--- src/rtl/dcache_pkg.sv ---
// Shared DRAM-cache front-end types: Tag FIFO entry, rw encoding, issue FSM states, tag-field helper.
// Latency: n/a (types and constant functions only).
// Backpressure: n/a.
package dcache_pkg;

   localparam int DC_ADDR_WIDTH   = 32;
   localparam int DC_DATA_WIDTH   = 64;
   localparam int DC_ID_WIDTH     = 4;
   localparam int DC_INDEX_WIDTH  = 12;
   localparam int DC_OFFSET_WIDTH = 6;
   localparam int DC_TID_WIDTH    = 2;

   localparam logic RW_READ  = 1'b0;
   localparam logic RW_WRITE = 1'b1;

   typedef enum logic [1:0] {
      S_IDLE,
      S_ISSUE,
      S_BRESP
   } state_t;

   // Tag FIFO entry as seen by the tag comparator (default widths).
   typedef struct packed {
      logic                    rw;
      logic [DC_TID_WIDTH-1:0]  tid;
      logic [DC_ADDR_WIDTH-1:0] addr;
   } tag_entry_t;

   // Mask that keeps index+offset bits and clears the tag field above them.
   function automatic logic [63:0] index_offset_mask(input int unsigned lsb_bits);
      return (64'd1 << lsb_bits) - 64'd1;
   endfunction

endpackage

--- src/rtl/tag_probe_issue_rr_arb2.sv ---
// Two-requester round-robin arbiter; requester a wins first after reset.
// Latency: grant is combinational from requests; priority flag updates on the grant edge.
// Backpressure: a grant is assumed taken in the cycle it is given.
module rr_arb2 (
   input  logic clk,
   input  logic rst_n,
   input  logic req_a,
   input  logic req_b,
   output logic grant_a,
   output logic grant_b
);

   logic last_a;

   assign grant_a = req_a && (!req_b || !last_a);
   assign grant_b = req_b && (!req_a ||  last_a);

   // Remember which side won last so the other side is preferred next time.
   always_ff @(posedge clk) begin
      if (!rst_n) begin
         last_a <= 1'b0;
      end else if (grant_a) begin
         last_a <= 1'b1;
      end else if (grant_b) begin
         last_a <= 1'b0;
      end
   end

endmodule

--- src/rtl/tag_probe_issue.sv ---
// Accepts host reads/single-beat writes, allocates read TIDs and issues one tag probe per request.
// Latency: accept in S_IDLE, probe the next cycle; Tag FIFO/wbuffer push on the probe handshake.
// Backpressure: one request in flight; accepts blocked by afull inputs, full ROB, and non-idle state.
module tag_probe_issue
   import dcache_pkg::*;
#(
   parameter int ADDR_WIDTH   = DC_ADDR_WIDTH,
   parameter int DATA_WIDTH   = DC_DATA_WIDTH,
   parameter int ID_WIDTH     = DC_ID_WIDTH,
   parameter int INDEX_WIDTH  = DC_INDEX_WIDTH,
   parameter int OFFSET_WIDTH = DC_OFFSET_WIDTH,
   parameter int TID_WIDTH    = DC_TID_WIDTH
) (
   input  logic                            clk,
   input  logic                            rst_n,
   input  logic [ADDR_WIDTH-1:0]           s_araddr,
   input  logic [ID_WIDTH-1:0]             s_arid,
   input  logic                            s_arvalid,
   output logic                            s_arready_o,
   input  logic [ADDR_WIDTH-1:0]           s_awaddr,
   input  logic [ID_WIDTH-1:0]             s_awid,
   input  logic                            s_awvalid,
   output logic                            s_awready_o,
   input  logic [DATA_WIDTH-1:0]           s_wdata,
   input  logic                            s_wvalid,
   output logic                            s_wready_o,
   output logic [ID_WIDTH-1:0]             s_bid_o,
   output logic                            s_bvalid_o,
   input  logic                            s_bready_i,
   output logic [ADDR_WIDTH-1:0]           mc_araddr_o,
   output logic [ID_WIDTH-1:0]             mc_arid_o,
   output logic                            mc_arvalid_o,
   input  logic                            mc_arready_i,
   input  logic                            tag_fifo_afull_i,
   output logic                            tag_fifo_wren_o,
   output logic [TID_WIDTH+ADDR_WIDTH:0]   tag_fifo_data_o,
   input  logic                            wbuffer_afull_i,
   output logic                            wbuffer_wren_o,
   output logic [DATA_WIDTH-1:0]           wbuffer_data_o,
   output logic                            rob_alloc_valid_o,
   output logic [TID_WIDTH-1:0]            rob_alloc_tid_o,
   output logic [ID_WIDTH-1:0]             rob_alloc_id_o,
   input  logic                            rob_retire_i
);

   localparam logic [ADDR_WIDTH-1:0] KEEP_MASK =
      ADDR_WIDTH'(index_offset_mask(INDEX_WIDTH + OFFSET_WIDTH));
   localparam logic [TID_WIDTH:0]    RD_MAX    = {1'b1, {TID_WIDTH{1'b0}}};

   state_t                  state;
   logic [ADDR_WIDTH-1:0]   addr_q;
   logic [ID_WIDTH-1:0]     id_q;
   logic [DATA_WIDTH-1:0]   data_q;
   logic                    rw_q;
   logic [TID_WIDTH-1:0]    tid_q;
   logic [TID_WIDTH-1:0]    tid_cnt;
   logic [TID_WIDTH:0]      rd_out;

   logic idle_ok, rd_req, wr_req, rd_gnt, wr_gnt, probe_hs, retire_ok;

   // afull is only looked at here; once accepted the push is guaranteed room.
   assign idle_ok   = rst_n && (state == S_IDLE) && !tag_fifo_afull_i;
   assign rd_req    = idle_ok && s_arvalid && (rd_out < RD_MAX);
   assign wr_req    = idle_ok && !wbuffer_afull_i && s_awvalid && s_wvalid;
   assign probe_hs  = rst_n && (state == S_ISSUE) && mc_arready_i;
   assign retire_ok = rob_retire_i && (rd_out != '0);

   rr_arb2 u_arb (
      .clk     (clk),
      .rst_n   (rst_n),
      .req_a   (rd_req),
      .req_b   (wr_req),
      .grant_a (rd_gnt),
      .grant_b (wr_gnt)
   );

   assign s_arready_o       = rd_gnt;
   assign s_awready_o       = wr_gnt;
   assign s_wready_o        = wr_gnt;
   assign rob_alloc_valid_o = rd_gnt;
   assign rob_alloc_tid_o   = tid_cnt;
   assign rob_alloc_id_o    = s_arid;

   assign mc_arvalid_o      = (state == S_ISSUE);
   assign mc_araddr_o       = addr_q & KEEP_MASK;
   assign mc_arid_o         = '0;
   assign tag_fifo_wren_o   = probe_hs;
   assign tag_fifo_data_o   = {rw_q, tid_q, addr_q};
   assign wbuffer_wren_o    = probe_hs && (rw_q == RW_WRITE);
   assign wbuffer_data_o    = data_q;
   assign s_bvalid_o        = (state == S_BRESP);
   assign s_bid_o           = id_q;

   // Request FSM: latch the winner, hold it for the probe, then post the write response.
   always_ff @(posedge clk) begin
      if (!rst_n) begin
         state  <= S_IDLE;
         addr_q <= '0;
         id_q   <= '0;
         data_q <= '0;
         rw_q   <= RW_READ;
         tid_q  <= '0;
      end else begin
         case (state)
            S_IDLE: begin
               if (rd_gnt) begin
                  addr_q <= s_araddr;
                  id_q   <= s_arid;
                  rw_q   <= RW_READ;
                  tid_q  <= tid_cnt;
                  state  <= S_ISSUE;
               end else if (wr_gnt) begin
                  addr_q <= s_awaddr;
                  id_q   <= s_awid;
                  data_q <= s_wdata;
                  rw_q   <= RW_WRITE;
                  tid_q  <= '0;
                  state  <= S_ISSUE;
               end
            end
            S_ISSUE: begin
               if (mc_arready_i) begin
                  state <= (rw_q == RW_WRITE) ? S_BRESP : S_IDLE;
               end
            end
            S_BRESP: begin
               if (s_bready_i) begin
                  state <= S_IDLE;
               end
            end
            default: state <= S_IDLE;
         endcase
      end
   end

   // TID allocation and outstanding-read count; simultaneous accept and retire cancel out.
   always_ff @(posedge clk) begin
      if (!rst_n) begin
         tid_cnt <= '0;
         rd_out  <= '0;
      end else begin
         tid_cnt <= tid_cnt + TID_WIDTH'(rd_gnt);
         case ({rd_gnt, retire_ok})
            2'b10:   rd_out <= rd_out + 1'b1;
            2'b01:   rd_out <= rd_out - 1'b1;
            default: rd_out <= rd_out;
         endcase
      end
   end

   // A retire with nothing outstanding means the ROB and this block disagree.
   assert property (@(posedge clk) disable iff (!rst_n) rob_retire_i |-> (rd_out != '0));

endmodule
--- config.mk ---
export PLATFORM = sky130hd
export DESIGN_NAME = tag_probe_issue
export DESIGN_NICKNAME = d
export VERILOG_FILES = /design/src/rtl/dcache_pkg.sv /design/src/rtl/tag_probe_issue_rr_arb2.sv /design/src/rtl/tag_probe_issue.sv
export SDC_FILE = /design/constraint.sdc
export NUM_CORES = 1
export LEC_CHECK = 0
export BUFFER_PORTS_ARGS = -buffer_cell sky130_fd_sc_hd__buf_2
export CAP_MARGIN = 20
export CORE_AREA = 4 4 112 114
export DETAILED_ROUTE_END_ITERATION = 8
export DIE_AREA = 0 0 116 118
export PLACE_DENSITY = 0.82
export SLEW_MARGIN = 20
export SYNTH_ARGS = -nofsm -noshare
export SYNTH_HDL_FRONTEND = slang
export SYNTH_SLANG_ARGS = --single-unit
--- constraint.sdc ---
create_clock -name clk -period 5.21 [get_ports clk]
set_input_delay 0.7815 -clock clk [delete_from_list [all_inputs] [get_ports clk]]
set_output_delay 0.7815 -clock clk [all_outputs]
set_load 0.05 [all_outputs]
==> reports/results.tsv, run 1 <==
stage	metric	value	unit
status	status	finished clean	
clocking	cts_buffer_depth	2	
synthesis	synth_cell_types	36	
worst_setup_path	startpoint	tag_fifo_afull_i	
synthesis	synthTopCellsByCount	nand2_1, dfxtp_1, a21oi_1	
floorplanning	start_util	40.07	%
grt	grt_usage	18.22	%
worst_setup_path	r2r_slack	2570	ps
grt	busiest_layer	met2	
routing	ant_nets	0	
worst_setup_path	end_kind	output port	
worst_setup_path	endpoint	s_arready_o	
sta	slew_headroom	44.79	%
synthesis	synth_top_area_cell	dfxtp_1	
finish	multi_input_area	0.001842	mm2
routing	wl_per_cell	14.08	um
place	portBuffers	280	
clocking	insertion_delay	340	ps
floorplanning	ios	299	
routing	drcViolationCount	0	
power_and_ir_drop	vdd_drop_max	0.1654	mV
worst_setup_path	startpoint_type	primary input	
clocking	cts.sinks	111	
worst_setup_path	cp.required	4430	ps
routing	viasPerCell	4.778	
finish	area_delta_synth_final	30.93	%
power_and_ir_drop	power_leakage	2.945	nW
sta	hold_viol	0	
grt	antenna_found_initial	0	
grt	met2_usage	31.19	%
grt	use_met3	5.193	%
floorplanning	fp-row-count	39	
floorplanning	fp.dieW	116	um
floorplanning	die_h	118	um
worst_setup_path	ff2ff_path_depth	8	
place	place_area	0.005704	mm2
synthesis	yosysWarnings	0	
synthesis	ys_ff_latch	111	
grt	grt_max_degree	66	
worst_setup_path	r2r-start	state[1]	
finish	fill_cells	1124	
finish	fin_nets	955	
synthesis	yosys-top-cells-area	dfxtp_1, nand2_1, buf_4	
synthesis	synth_ff_type	dfxtp_1	
worst_setup_path	path_max_fanout	41	
place	post-dp-hpwl	10120	um
sta	worst_pin_slew	826.9	ps
clocking	clkTransAtPathRegs	60	ps
clocking	root_buffer	clkbuf_16	
synthesis	syn_area_per_cell	7.930	um2
routing	firstDrtPassIters	5	
clocking	post_cts_buffers	0	
sta	min_period_over_period	66.43	%
synthesis	synth.most_common_cell	nand2_1	
routing	vias	4553	
place	gp_congestion	0.7993	
sta	min_period	3461	ps
sta	fin_worst_skew	8.887	ps
grt	grt_pass1_wl	20170	um
clocking	cts.htree.levels	3	
synthesis	async_flop_share	0	%
sta	slew_violations	0	
synthesis	synthCells	577	
sta	setup_violations	0	
finish	final_area	0.005991	mm2
clocking	cts_buffers	9	
clocking	post_cts_resized	0	
worst_setup_path	critPathArrivalTime	2680	ps
sta	fin_tns_setup	0	ps
sta	rsz0062_at_grt	no	
flow_run	max_cap_violations	0	
sta	fmax	289.0	MHz
routing	drt_iter0_markers	315	
grt	gr-usage-met1	22.01	%
worst_setup_path	critPathKind	primary input to output port	
min_path	hp-class	register to register	
clocking	postCtsHoldBufs	0	
grt	grt_pass1_vias	4084	
clocking	cts_tree	built	
grt	grt_overflow	0	
finish	antennaDiodeCount	0	
floorplanning	dieArea	0.01369	mm2
finish	drive_gt1_share	37.78	%
synthesis	synth_edf_count	0	
finish	register_area	0.002222	mm2
power_and_ir_drop	powerDensity	320.7	mW/mm2
synthesis	netlist.area_leader.share	48.56	%
routing	drt_wl_total	13420	um
worst_setup_path	worstReg2RegEnd	rd_out[2]	
floorplanning	core-area	0.01142	mm2
synthesis	synth_seq_area_share	48.56	%
synthesis	synth_area	0.004576	mm2
## worst min-delay path by stage
stage / start / end / slack, ps / cells past startpoint
2_1_floorplan: rw_q / rw_q / 480 / 2
3_3_place_gp: tid_q[0] / tid_q[0] / 440 / 2
3_5_place_dp: wbuffer_data_o[56] / wbuffer_data_o[56] / 440 / 2
4_1_cts: wbuffer_data_o[56] / wbuffer_data_o[56] / 450 / 2
5_1_grt: wbuffer_data_o[56] / wbuffer_data_o[56] / 460 / 2
6_report: wbuffer_data_o[53] / wbuffer_data_o[53] / 450 / 2
## routing by layer
layer	wire length (um)	vias to the layer above
li1	-	2302
met1	5349	2038
met2	6640	203
met3	1315	10
met4	116	0
met5	0	-
## final cells by class
cell class	instances	share of cell area [%]
Inverter	4	0.2506
Clock inverter	5	0.9607
Clock buffer	10	3.822
Sequential cell	111	37.09
Multi-Input combinational cell	394	30.74
Timing Repair Buffer	286	24.14
Tap cell	143	2.987
## critical path: stages
cell	delay, ps
buf_2	120
nor4b_4	420
nand3_1	120
buf_4	270
inv_2	550
buf_2	390
## kinds of logic (layout without fill, tap and decap cells)
| kind of cell | count (synthesis) | in the layout | synth area share [%] |
|---|---|---|---|
| flip-flops | 111 | 111 | 48.56 |
| multiplexers | 1 | 1 | 0.2188 |
| AO/OA/AOI/OAI | 145 | 145 | 17.36 |
| XOR/XNOR | 3 | 3 | 0.5743 |
| adder cells (fa/ha/maj) | 3 | 3 | 0.9843 |
| buffers and inverters | 89 | 305 | 12.61 |
| other | 1 | 18 | 0.08196 |
| AND/OR/NAND/NOR | 224 | 224 | 19.61 |
## registers in the layout (all words and copies together), names as in the netlist
| signal | flops |
|---|---|
| addr_q | 32 |
| u_arb.last_a | 1 |
| rob_alloc_tid_o | 2 |
| rw_q | 1 |
| tid_q | 2 |
| state | 2 |
| wbuffer_data_o | 64 |
| s_bid_o | 4 |
| rd_out | 3 |
## power by group
| group | switching (mW) | leakage, nW | total (mW) | internal, mW |
|---|---|---|---|---|
| combinational | 0.248 | 1.90 | 0.349 | 0.101 |
| sequential | 0.0206 | 0.900 | 0.898 | 0.877 |
| clock | 0.302 | 0.143 | 0.675 | 0.373 |
| total | 0.570 | 2.94 | 1.92 | 1.35 |
## layout by cell type (no fill, tap or decap), types with 2 or more instances in the layout
cell and n:
a21oi_1 67, a311oi_1 2, a31oi_1 34, and2_1 2, buf_2 280, buf_4 6
clkbuf_16 9, clkinv_2 2, conb_1 18, dfxtp_1 111, ha_1 2, inv_2 3
inv_6 2, nand2_1 202, nand2b_1 2, nor2_1 7, nor2b_1 3, nor3_1 2
o21ai_0 36, xnor2_1 2
## metrics by stage
| stage | power [mW] | setup WS, ps | hold WS (ps) | util, % | std cells |
|---|---|---|---|---|---|
| detailed placement | 1.267 | 1718 | 443.2 | 49.96 | 938 |
| floorplan | 1.184 | 2153 | 476.8 | - | 594 |
| global placement | 1.264 | 1692 | 437.4 | 49.96 | 938 |
| global route | 1.999 | 1593 | 464.5 | 52.47 | 953 |
| CTS | 1.942 | 1715 | 452.8 | 52.47 | 953 |
| finish | 1.921 | 1749 | 452.7 | 52.47 | 953 |
(Power assumes the default switching activity.)
==> run 2: changes to the inputs <==
--- a/config.mk
+++ b/config.mk
@@ -7,9 +7,10 @@
 export LEC_CHECK = 0
 export BUFFER_PORTS_ARGS = -buffer_cell sky130_fd_sc_hd__buf_2
 export CAP_MARGIN = 20
-export CORE_AREA = 4 4 112 114
+export CORE_ASPECT_RATIO = 1.2
+export CORE_MARGIN = 4
+export CORE_UTILIZATION = 38
 export DETAILED_ROUTE_END_ITERATION = 8
-export DIE_AREA = 0 0 116 118
 export PLACE_DENSITY = 0.82
 export SLEW_MARGIN = 20
 export SYNTH_ARGS = -nofsm -noshare
==> constraint.sdc (replaced) <==
create_clock -name clk -period 2.9 [get_ports clk]
set_input_delay 0.435 -clock clk [delete_from_list [all_inputs] [get_ports clk]]
set_output_delay 0.435 -clock clk [all_outputs]
set_load 0.05 [all_outputs]
==> reports/results.tsv, run 2 (synthesis gave the netlist of run 1 again) <==
stage	metric	value	unit
status	status	finished clean	
power_and_ir_drop	power_leakage	2.962	nW
finish	antennaDiodeCount	0	
floorplanning	dieArea	0.01387	mm2
floorplanning	fp.dieW	108.2	um
worst_setup_path	r2r_slack	710	ps
sta	setup_violations	0	
grt	grt_overflow	0	
clocking	post_cts_buffers	0	
sta	min_period_over_period	84.50	%
clocking	root_buffer	clkbuf_16	
worst_setup_path	critPathKind	register to output port	
floorplanning	core-area	0.01167	mm2
min_path	hp-class	primary input to register	
worst_setup_path	critPathArrivalTime	2020	ps
place	post-dp-hpwl	10750	um
sta	fin_tns_setup	0	ps
routing	viasPerCell	4.707	
sta	fmax	408.1	MHz
floorplanning	ios	299	
routing	wl_per_cell	14.40	um
sta	worst_pin_slew	688.6	ps
power_and_ir_drop	pwr-share-comb	18.4	%
sta	fin_worst_skew	7.932	ps
clocking	insertion_delay	330	ps
routing	firstDrtPassIters	5	
power_and_ir_drop	netSwitchingFraction	29.80	%
worst_setup_path	worstReg2RegEnd	addr_q[28]	
clocking	cts_buffer_depth	2	
grt	grt_usage	19.05	%
routing	drt_iter0_markers	228	
sta	rsz0062_at_grt	no	
grt	antenna_found_initial	0	
clocking	post_cts_resized	0	
clocking	clkTransAtPathRegs	70	ps
clocking	cts_tree	built	
worst_setup_path	end_kind	output port	
routing	vias	4561	
finish	area_delta_synth_final	32.35	%
clocking	cts.htree.levels	3	
power_and_ir_drop	pwr-share-clk	35.1	%
power_and_ir_drop	p_int	2.434	mW
flow_run	max_cap_violations	0	
place	gp_congestion	0.7975	
routing	drcViolationCount	0	
min_path	holdPathEnd	wbuffer_data_o[28]	
sta	holdWs	328.3	ps
worst_setup_path	ff2ff_path_depth	7	
worst_setup_path	path_max_fanout	37	
finish	largest_register_ffs	64	
power_and_ir_drop	powerDensity	572.6	mW/mm2
grt	grt_max_degree	65	
worst_setup_path	cp.required	2470	ps
worst_setup_path	startpoint_type	register	
power_and_ir_drop	vdd_drop_max	0.3993	mV
clocking	cts_buffers	9	
floorplanning	die_h	128.2	um
power_and_ir_drop	switching_power	1.033	mW
routing	drt_wl_total	13960	um
floorplanning	start_util	39.19	%
floorplanning	fp-row-count	43	
place	pre_cts_slack	588.3	ps
sta	min_period	2451	ps
sta	hold_viol	0	
place	portBuffers	280	
finish	drive_gt1_share	38.05	%
power_and_ir_drop	sequentialPowerShare	46.5	%
finish	fin_nets	957	
min_path	worstHoldPathCells	3	
min_path	hp-start	s_wdata[28]	
sta	setup_ws	449.4	ps
worst_setup_path	r2r-start	state[1]	
clocking	cts.sinks	111	
grt	grt_pass1_vias	4181	
clocking	postCtsHoldBufs	0	
sta	slew_violations	0	
grt	grt_pass1_wl	20750	um
finish	final_common_cell	buf_2	
finish	final_cell_mix	buf_2, nand2_1, dfxtp_1	
sta	slew_headroom	53.61	%
routing	ant_nets	0	
## run 2: changes by cell type in the layout (fill, tap and decap cells not counted)
cell / delta
buf_12: +2
clkbuf_1: -1
clkinvlp_4: +1
clkinv_4: +1
clkinv_2: -1
## run 2: layer usage
metal | share of wire [%] | vias up | GRT usage [%]
li1 | - | 2304 | -
met1 | 38 | 2007 | 21.86
met2 | 48 | 229 | 33.02
met3 | 11 | 21 | 5.390
met4 | 2.6 | 0 | 7.949
met5 | 0 | - | 0
## run 2: worst max-delay path, stage by stage, from the launching register on
cell     delay, ps
dfxtp_1        340
nor4b_4        370
nand3_1        170
buf_4          280
inv_2          190
buf_2          300
## run 2: how the worst max path moves through the flow
stage	start	to	slack [ps]	cells after the start
5_1_grt	state[1]	rob_alloc_valid_o	300	5
2_1_floorplan	state[0]	wbuffer_wren_o	190	3
6_report	state[1]	rob_alloc_valid_o	450	5
3_5_place_dp	tag_fifo_afull_i	rd_out[2]	590	8
3_3_place_gp	tag_fifo_afull_i	rd_out[2]	610	8
4_1_cts	state[1]	rob_alloc_valid_o	440	5
## run 2: layout make-up
cell class	count	area, um2
inverter	4	15.01
clock inverter	6	68.82
tap	157	196.4
clock buffer	9	225.2
sequential	111	2222
timing repair buffer	288	1486
fill	1165	5619
multi-input combinational	394	1842
## run 2: metrics by stage
step	util, %	area (um2)	total power [mW]	std cells
finish	51.87	6056	3.468	969
detailed placement	49.35	5762	2.287	954
global placement	49.35	5762	2.285	954
floorplan	-	4639	2.128	594
CTS	51.87	6056	3.515	969
global route	51.87	6056	3.629	969
## run 2: power by group through the flow
stage,Clock [mW],Sequential (mW),Combinational (mW)
after floorplan,0,1.78,0.349
final,1.22,1.61,0.637
after detailed placement,0,1.65,0.639
after CTS,1.26,1.61,0.641
after global placement,0,1.65,0.638
after global routing,1.33,1.62,0.684
